[config.mk]
export PLATFORM = sky130hd
export DESIGN_NAME = control_sequencer
export DESIGN_NICKNAME = d
export VERILOG_FILES = /design/src/rtl/cpu_ctrl_pkg.sv /design/src/rtl/ctrl_decode.sv /design/src/rtl/control_sequencer.sv
export SDC_FILE = /design/constraint.sdc
export NUM_CORES = 1
export LEC_CHECK = 0
export CORE_AREA = 10 10 57 59
export CTS_CLUSTER_DIAMETER = 40
export CTS_CLUSTER_SIZE = 20
export DETAILED_ROUTE_END_ITERATION = 8
export DIE_AREA = 0 0 67 69
export PLACE_DENSITY = 0.92
export RECOVER_POWER = 25
export SLEW_MARGIN = 20
export SYNTH_ARGS = -nofsm -noshare
export SYNTH_HDL_FRONTEND = slang
export SYNTH_SLANG_ARGS = --single-unit
[constraint.sdc]
create_clock -name clk -period 9 [get_ports clk]
set_input_delay 2.7 -clock clk [delete_from_list [all_inputs] [get_ports clk]]
set_output_delay 2.7 -clock clk [all_outputs]
set_load 0.02 [all_outputs]
[src/rtl/cpu_ctrl_pkg.sv]
// Shared constants, state encoding and control-word layout for the hardwired control unit.
package cpu_ctrl_pkg;

    localparam logic [4:0] OP_LD   = 5'd0;
    localparam logic [4:0] OP_LDI  = 5'd1;
    localparam logic [4:0] OP_ST   = 5'd2;
    localparam logic [4:0] OP_ADD  = 5'd3;
    localparam logic [4:0] OP_SUB  = 5'd4;
    localparam logic [4:0] OP_AND  = 5'd5;
    localparam logic [4:0] OP_OR   = 5'd6;
    localparam logic [4:0] OP_ADDI = 5'd12;
    localparam logic [4:0] OP_NOP  = 5'd26;
    localparam logic [4:0] OP_HALT = 5'd27;

    localparam logic [4:0] ALU_ADD = 5'd2;
    localparam logic [4:0] ALU_SUB = 5'd3;
    localparam logic [4:0] ALU_AND = 5'd4;
    localparam logic [4:0] ALU_OR  = 5'd5;
    localparam logic [4:0] ALU_INC = 5'd12;

    typedef enum logic [3:0] {RST, T0, T1, T2, T3, T4, T5, T6, T7, HALT} state_t;

    typedef struct packed {
        logic       pc_out;
        logic       zlow_out;
        logic       mdr_out;
        logic       ba_out;
        logic       c_out;
        logic       r_out;
        logic       mar_in;
        logic       z_in;
        logic       pc_in;
        logic       mdr_in;
        logic       ir_in;
        logic       y_in;
        logic       r_in;
        logic       gra;
        logic       grb;
        logic       grc;
        logic       read;
        logic       write;
        logic [4:0] alu;
        logic       done;
    } ctrl_word_t;

    // ALU opcode for the register-register arithmetic/logic group.
    function automatic logic [4:0] alu_for(input logic [4:0] opcode);
        logic [4:0] res;
        res = ALU_ADD;
        case (opcode)
            OP_SUB:  res = ALU_SUB;
            OP_AND:  res = ALU_AND;
            OP_OR:   res = ALU_OR;
            default: res = ALU_ADD;
        endcase
        return res;
    endfunction

endpackage

[src/rtl/ctrl_decode.sv]
// Combinational (state, opcode) -> control word decode.
module ctrl_decode
    import cpu_ctrl_pkg::*;
(
    input  state_t     state,
    input  logic [4:0] opcode,
    input  logic       mem_rdy,
    output ctrl_word_t cw
);

    // Decode the strobes for the current state; anything not set stays 0.
    always_comb begin
        cw = '0;
        unique case (state)
            T0: begin
                cw.pc_out = 1'b1;
                cw.mar_in = 1'b1;
                cw.z_in   = 1'b1;
                cw.alu    = ALU_INC;
            end
            T1: begin
                cw.zlow_out = 1'b1;
                cw.pc_in    = 1'b1;
                cw.read     = 1'b1;
                cw.mdr_in   = 1'b1;
            end
            T2: begin
                cw.mdr_out = 1'b1;
                cw.ir_in   = 1'b1;
            end
            T3: begin
                case (opcode)
                    OP_LD, OP_LDI, OP_ST: begin
                        cw.grb    = 1'b1;
                        cw.ba_out = 1'b1;
                        cw.y_in   = 1'b1;
                    end
                    OP_ADD, OP_SUB, OP_AND, OP_OR, OP_ADDI: begin
                        cw.grb   = 1'b1;
                        cw.r_out = 1'b1;
                        cw.y_in  = 1'b1;
                    end
                    // nop, halt and undefined opcodes end here.
                    default: cw.done = 1'b1;
                endcase
            end
            T4: begin
                case (opcode)
                    OP_LD, OP_LDI, OP_ST, OP_ADDI: begin
                        cw.c_out = 1'b1;
                        cw.z_in  = 1'b1;
                        cw.alu   = ALU_ADD;
                    end
                    OP_ADD, OP_SUB, OP_AND, OP_OR: begin
                        cw.grc   = 1'b1;
                        cw.r_out = 1'b1;
                        cw.z_in  = 1'b1;
                        cw.alu   = alu_for(opcode);
                    end
                    default: ;
                endcase
            end
            T5: begin
                case (opcode)
                    OP_LD, OP_ST: begin
                        cw.zlow_out = 1'b1;
                        cw.mar_in   = 1'b1;
                    end
                    OP_LDI, OP_ADD, OP_SUB, OP_AND, OP_OR, OP_ADDI: begin
                        cw.zlow_out = 1'b1;
                        cw.gra      = 1'b1;
                        cw.r_in     = 1'b1;
                        cw.done     = 1'b1;
                    end
                    default: ;
                endcase
            end
            T6: begin
                case (opcode)
                    OP_LD: begin
                        cw.read   = 1'b1;
                        cw.mdr_in = 1'b1;
                    end
                    OP_ST: begin
                        cw.gra    = 1'b1;
                        cw.r_out  = 1'b1;
                        cw.mdr_in = 1'b1;
                    end
                    default: ;
                endcase
            end
            T7: begin
                case (opcode)
                    OP_LD: begin
                        cw.mdr_out = 1'b1;
                        cw.gra     = 1'b1;
                        cw.r_in    = 1'b1;
                        cw.done    = 1'b1;
                    end
                    OP_ST: begin
                        cw.write = 1'b1;
                        // Store completes only when memory accepts the write.
                        cw.done  = mem_rdy;
                    end
                    default: ;
                endcase
            end
            default: ;
        endcase
    end

endmodule

[src/rtl/control_sequencer.sv]
// Hardwired control unit: state register, memory stalls and stop/halt sequencing.
module control_sequencer
    import cpu_ctrl_pkg::*;
#(
    parameter int unsigned OPC_W = 5,
    parameter int unsigned IR_W  = 32
) (
    input  logic            clk,
    input  logic            clr,
    input  logic [IR_W-1:0] IR,
    input  logic            mem_rdy,
    input  logic            stop,
    output logic            PCout,
    output logic            Zlowout,
    output logic            MDRout,
    output logic            BAout,
    output logic            Cout,
    output logic            Rout,
    output logic            MARin,
    output logic            Zin,
    output logic            PCin,
    output logic            MDRin,
    output logic            IRin,
    output logic            Yin,
    output logic            Rin,
    output logic            Gra,
    output logic            Grb,
    output logic            Grc,
    output logic            Read,
    output logic            Write,
    output logic [4:0]      ALU_Control,
    output logic            run,
    output logic            instr_done
);

    state_t           state_q, state_d;
    ctrl_word_t       cw;
    logic [OPC_W-1:0] opcode;
    logic             stall;
    logic             unused_ir;

    assign opcode    = IR[IR_W-1 -: OPC_W];
    assign unused_ir = ^IR[IR_W-OPC_W-1:0];

    ctrl_decode u_decode (
        .state   (state_q),
        .opcode  (opcode),
        .mem_rdy (mem_rdy),
        .cw      (cw)
    );

    // A state that strobes memory holds until memory reports ready.
    assign stall = (cw.read | cw.write) & ~mem_rdy;

    // Next state: fetch/execute walk, stalls, and instruction-boundary halt decision.
    always_comb begin
        state_d = state_q;
        unique case (state_q)
            RST:  state_d = T0;
            HALT: state_d = HALT;
            default: begin
                if (stall) begin
                    state_d = state_q;
                end else if (cw.done) begin
                    state_d = ((opcode == OP_HALT) || stop) ? HALT : T0;
                end else begin
                    case (state_q)
                        T0:      state_d = T1;
                        T1:      state_d = T2;
                        T2:      state_d = T3;
                        T3:      state_d = T4;
                        T4:      state_d = T5;
                        T5:      state_d = T6;
                        T6:      state_d = T7;
                        default: state_d = T0;
                    endcase
                end
            end
        endcase
    end

    // State register; reset drops every output at once since outputs decode from it.
    always_ff @(posedge clk or negedge clr) begin
        if (!clr) begin
            state_q <= RST;
        end else begin
            state_q <= state_d;
        end
    end

    assign PCout       = cw.pc_out;
    assign Zlowout     = cw.zlow_out;
    assign MDRout      = cw.mdr_out;
    assign BAout       = cw.ba_out;
    assign Cout        = cw.c_out;
    assign Rout        = cw.r_out;
    assign MARin       = cw.mar_in;
    assign Zin         = cw.z_in;
    assign PCin        = cw.pc_in;
    assign MDRin       = cw.mdr_in;
    assign IRin        = cw.ir_in;
    assign Yin         = cw.y_in;
    assign Rin         = cw.r_in;
    assign Gra         = cw.gra;
    assign Grb         = cw.grb;
    assign Grc         = cw.grc;
    assign Read        = cw.read;
    assign Write       = cw.write;
    assign ALU_Control = cw.alu;
    assign instr_done  = cw.done;
    assign run         = (state_q != RST) && (state_q != HALT);

endmodule

=== After elaboration in Yosys (flattened, before gate mapping) ===
Index checks and enable logic that the tools add are counted.

* Flip-flop bits (word level): 4
* Bits of input ports: 36
* Output and inout port bits: 25
* Logic and storage cells: 74

* Equal/unequal tests: 19
* Multiplexer cells: 39
* Bitwise operators: 3
* Reductions and logical operators: 12

{| class="wikitable"
|+ Operator list
! cell !! count
|-
| $pmux W4 S7 || 1
|-
| $mux W1 || 18
|-
| $eq A4 B3 Y1 const B || 4
|-
| $pmux W1 S2 || 8
|-
| $eq A5 B3 Y1 const B || 3
|-
| $mux W4 || 3
|-
| $eq A5 B2 Y1 const B || 2
|-
| $pmux W5 S2 || 1
|-
| $pmux W1 S3 || 3
|-
| $pmux W3 S3 || 1
|-
| $eq A4 B2 Y1 const B || 2
|-
| $eq A4 B4 Y1 const B || 2
|-
| $pmux W4 S2 || 1
|-
| $reduce_or A4 Y1 || 2
|-
| $reduce_or A8 Y1 || 1
|-
| $pmux W3 S2 || 1
|-
| $reduce_or A6 Y1 || 1
|-
| $eq A5 B1 Y1 const B || 1
|-
| $eq A5 B4 Y1 const B || 1
|-
| $eq A5 B5 Y1 const B || 1
|-
| $logic_not A5 Y1 || 1
|-
| $reduce_or A5 Y1 || 1
|-
| $eq A4 B1 Y1 const B || 1
|-
| $logic_not A4 Y1 || 1
|-
| other kinds (11) || 12
|}

=== Logic depth before layout (Yosys ltp) ===
Gate-level depths: netlist of the first run.

* Depth after elaboration: 7
* Gate-level depth with buffers: 6
* Depth with buffers taken out: 6

=== Modules after synthesis ===
A second synthesis of the first run with hierarchy kept.

* Cells, all modules: 114
* Area, all modules: 824.5 µm²

{| class="wikitable"
|+ Modules (own cells, without submodules)
! module !! times used !! cells each !! area an instance (µm²) !! sequential area each (µm²)
|-
| ctrl_decode || 1 || 80 || 514.2 || 0.0
|-
| control_sequencer || 1 || 34 || 310.3 || 100.1
|}

=== Worst setup path before layout of the first run ===
Ideal clock, no wire load.

* Path type: input to output
* Start point: in IR[27]
* End point: out Yin
* Arrival time: 4447 ps
* Data required time: 6300 ps
* Path slack: 1853 ps
* Cell stages on the path: 6
* Path through: buf_2 -> nand2b_1 -> a211o_1 -> and2_1 -> nor4_1 -> buf_4

* Longest elaborated chain between the ends: 4

{| class="wikitable"
|+ RTL lines
! item !! RTL line !! RTL
|-
| start: declaration || control_sequencer.sv:10 || <nowiki>input logic [IR_W-1:0] IR,</nowiki>
|-
| $eq A5 B1 Y1 (tied with other cells) || n/a ||
|-
| $reduce_or A8 Y1 (no line) * || n/a ||
|-
| $mux W1 * (2 in a row) || n/a ||
|-
| end: declaration || control_sequencer.sv:24 || <nowiki>output logic Yin,</nowiki>
|}

Mark *: on every way between the ends. The rest lies on a longest branch, timed or not.

=== Worst setup path after layout of the first run ===
* Start point: in IR[27]
* End point: out instr_done

* Longest elaborated chain between the ends: 4

{| class="wikitable"
|+ RTL lines
! item !! RTL line !! RTL
|-
| $eq A5 B1 Y1 (tied with other cells) || ctrl_decode.sv:32, ctrl_decode.sv:64 ||
|-
| $reduce_or A8 Y1 (no line) / $reduce_or A6 Y1 (equally long branches) || n/a ||
|-
| $mux W1, on equally long branches || ctrl_decode.sv:32, ctrl_decode.sv:64 ||
|-
| $pmux W1 S3 * || ctrl_decode.sv:14 || <nowiki>unique case (state)</nowiki>
|-
| end: declaration || control_sequencer.sv:33 || <nowiki>output logic instr_done</nowiki>
|}

Marks and branches as above.

==> results of run 1 <==
layout by cell type (no fill, tap or decap), types with 2 or more instances in the layout:
cell	netlist	layout
a211o_1	3	3
a21oi_1	4	4
and2_1	2	2
and3_1	2	2
clkbuf_4	0	3
clkdlybuf4s50_1	0	29
dfrtp_1	4	4
dlygate4sd3_1	0	3
inv_1	5	5
inv_2	2	2
nand2_1	8	8
nand2b_1	6	6
nand3_1	5	5
nand3b_1	2	2
nor2_1	7	7
nor3_1	4	4
nor4_1	1	2
o21ai_0	2	2
or3_1	2	2
or4_1	3	3
xnor2_1	2	2
path summary, 6_finish.rpt:
check / start / to / slack, ns / depth (start not counted)
setup / recovery: IR[27] / instr_done / 1.08 / 7
hold / removal: state_q[3] / state_q[1] / 0.70 / 1
setup reg to reg: state_q[3] / state_q[2] / 6.95 / 5
hold reg to reg: state_q[3] / state_q[1] / 0.70 / 1
max in group asynchronous: clr / state_q[0] / 6.06 / 1
min in group asynchronous: clr / state_q[3] / 2.75 / 1
worst register-to-register path: cells and delay by family, from the launching register on:
kind	cells	cell delay, ns
AO/OA/AOI/OAI	2	0.56
flip-flops	1	0.52
AND/OR/NAND/NOR	3	0.84
cell usage after synthesis (2+ instances only):
master    instances
nor3_1            4
nand3b_1          2
nand3_1           5
nor2_1            7
o21ai_0           2
dfrtp_1           4
inv_2             2
nand2b_1          6
and2_1            2
and3_1            2
inv_1             5
buf_2             7
or3_1             2
or4_1             3
nand2_1           8
a21oi_1           4
a211o_1           3
xnor2_1           2
buf_4             2
per-layer routing:
layer | routed length (µm) | global-route usage, %
met4 | 0 | 2.49
met1 | 858 | 9.72
met5 | 0 | 0
met2 | 1060 | 13.3
met3 | 296 | 4.67
cell type report:
cell class              count  area, µm²  share of cell area, %
repair buffers             32        320                   31.2
well taps                  28       35.0                   3.41
multi-input cells          78        518                   50.5
clock buffers               3       22.5                   2.20
flip-flops and latches      4        100                   9.76
inverters                   8       30.0                   2.93
stage by stage:
stage                     instances  hold WS (ns)
final                           153         0.701
after global routing            153         0.746
after global placement          150         0.670
after CTS                       153         0.685
after floorplan                 101         0.622
after detailed placement        150         0.670
kinds of logic (layout without fill, tap and decap cells):
family | count (synthesis) | count (layout) | synth area share [%]
AO/OA/AOI/OAI | 21 | 21 | 22.4
XOR/XNOR | 2 | 2 | 2.44
adder cells (fa/ha/maj) | 1 | 1 | 1.39
buffers and inverters | 19 | 43 | 13.2
flip-flops | 4 | 4 | 13.9
multiplexers | 3 | 3 | 4.52
other | 1 | 1 | 0.521
AND/OR/NAND/NOR | 50 | 50 | 41.6
power by group:
part | internal (mW) | switching, mW | leakage (nW) | total [mW]
clock | 0.0149 | 0.00658 | 0.0138 | 0.0214
combinational | 0.0892 | 0.0987 | 0.362 | 0.188
sequential | 0.0259 | 0.0229 | 0.0497 | 0.0488
==> flow_summary.yaml, run 1 <==
drt:
  routed_via_density: 5.37
  totalWireLength_um: 2220
  drc: 0
  first_pass_iters: 4
  vias: 821
  drtAntennaViolNets: 0
  wl_per_cell_um: 14.5
  drt-initial-drc-count: 34
global_route:
  grt_usage_pct: 8.56
  antenna_found_initial: 0
  overflow: 0
  grt_pass1_vias: 743
  grt_max_degree: 16
  grt_pass1_wl_um: 3360
worst_setup_path:
  cp-end-kind: "output pin"
  slowest_delay_ns: 0.69
  cp_slowest_cell: "dlygate4sd3_1"
  cp_cell_sequence: "dlygate4sd3_1, nor4_1, and3_1, a32oi_1, and2_1, inv_1, clkdlybuf4s50_1"
  start_kind: "primary input"
  cp_data_required_time_ns: 6.30
  cp_max_fo: 10
  crit_type: "primary input to output pin"
  crit_buf_inv: 3
  worstPathArrival_ns: 5.22
  crit_family: "buffers and inverters"
synthesis:
  synth.avg_cell_area_um2: 7.12
  synth_nets: 137
  yosys_warnings: 0
  async_flop_share_pct: 100
  ys_types: 48
  ys_seq_area_share_pct: 13.9
  synth_area_leaders: "dfrtp_1 14%, nand2b_1 5.2%, buf_2 4.9%"
  synth_top_area_share_pct: 13.9
  syn_area_um2: 719
  synth_seq_cells: 4
  synthFlopType: "dfrtp_1"
  synth_top_area_cell: "dfrtp_1"
  syn_inst: 101
  synth_edf_count: 0
cells_and_area:
  fill_cells: 212
  drive_above_1_share_pct: 8.80
  final_util_pct: 47.8
  largest_registers: "state_q: 4 flops"
  final_cell_area_um2: 1030
  top_register: "state_q"
  largest_reg_flops: 4
  syn_to_final_growth_pct: 42.6
  nets: 163
  n_antenna_cell: 0
die:
  die_area_um2: 4620
  rows: 17
  die_h_um: 69
  fp.coreArea_um2: 2150
  io_pins: 61
  dieWidth_um: 67
  start_util_pct: 33.5
pwr:
  p_leak_nw: 0.425
  power_density_nw_per_um2: 252
  power_mw: 0.258
  peakVddDrop_uv: 166
timing:
  hold_violations: 0
  max_freq_mhz: 126
  setup_slack_ns: 1.08
  final-setup-viol-count: 0
  maxSlewHeadroom_pct: 60.8
  rsz0062_at_grt: "no"
  finClkSkew_ns: 0.00474
  final.period_utilization_pct: 88.0
  tns_ns: 0
  final-max-slew-violation-count: 0
  period_needed_ns: 7.92
  tightestPinTransition_ns: 0.582
clocking:
  htree_levels: 1
  cts_tree: "built"
  cts_post_setup_buffers_inserted: 0
  clk_path_buf_depth: 2
  cts_buffers: 3
  numClockSinks: 4
  clk_latency_ns: 0.23
  clk_pin_slew_ns: 0.04
  cts-root-buf: "clkbuf_4"
  cts_hold_buf: 0
  cts_resized: 0
job:
  drv_cap: 0
placed_design:
  port_buffers: 32
  dp_hpwl_um: 1820
  gp_congestion: 0.901
  dp_slack_ns: 1.21
  detailed_place.area_um2: 1010
worst_hold_path:
  hp-class: "flop to flop"
status:
  outcome: "complete, no violations"
Note: power is estimated with default switching activity, not from simulation.
==> inputs of run 2 (changes only) <==
--- a/config.mk
+++ b/config.mk
@@ -5,9 +5,10 @@
 export SDC_FILE = /design/constraint.sdc
 export NUM_CORES = 1
 export LEC_CHECK = 0
+export CAP_MARGIN = 40
 export CORE_AREA = 10 10 57 59
 export CTS_CLUSTER_DIAMETER = 40
-export CTS_CLUSTER_SIZE = 20
+export CTS_CLUSTER_SIZE = 25
 export DETAILED_ROUTE_END_ITERATION = 8
 export DIE_AREA = 0 0 67 69
 export PLACE_DENSITY = 0.92
==> results of run 2 <==
Same layout as run 1: the final DEF is identical, and so are final timing and power.
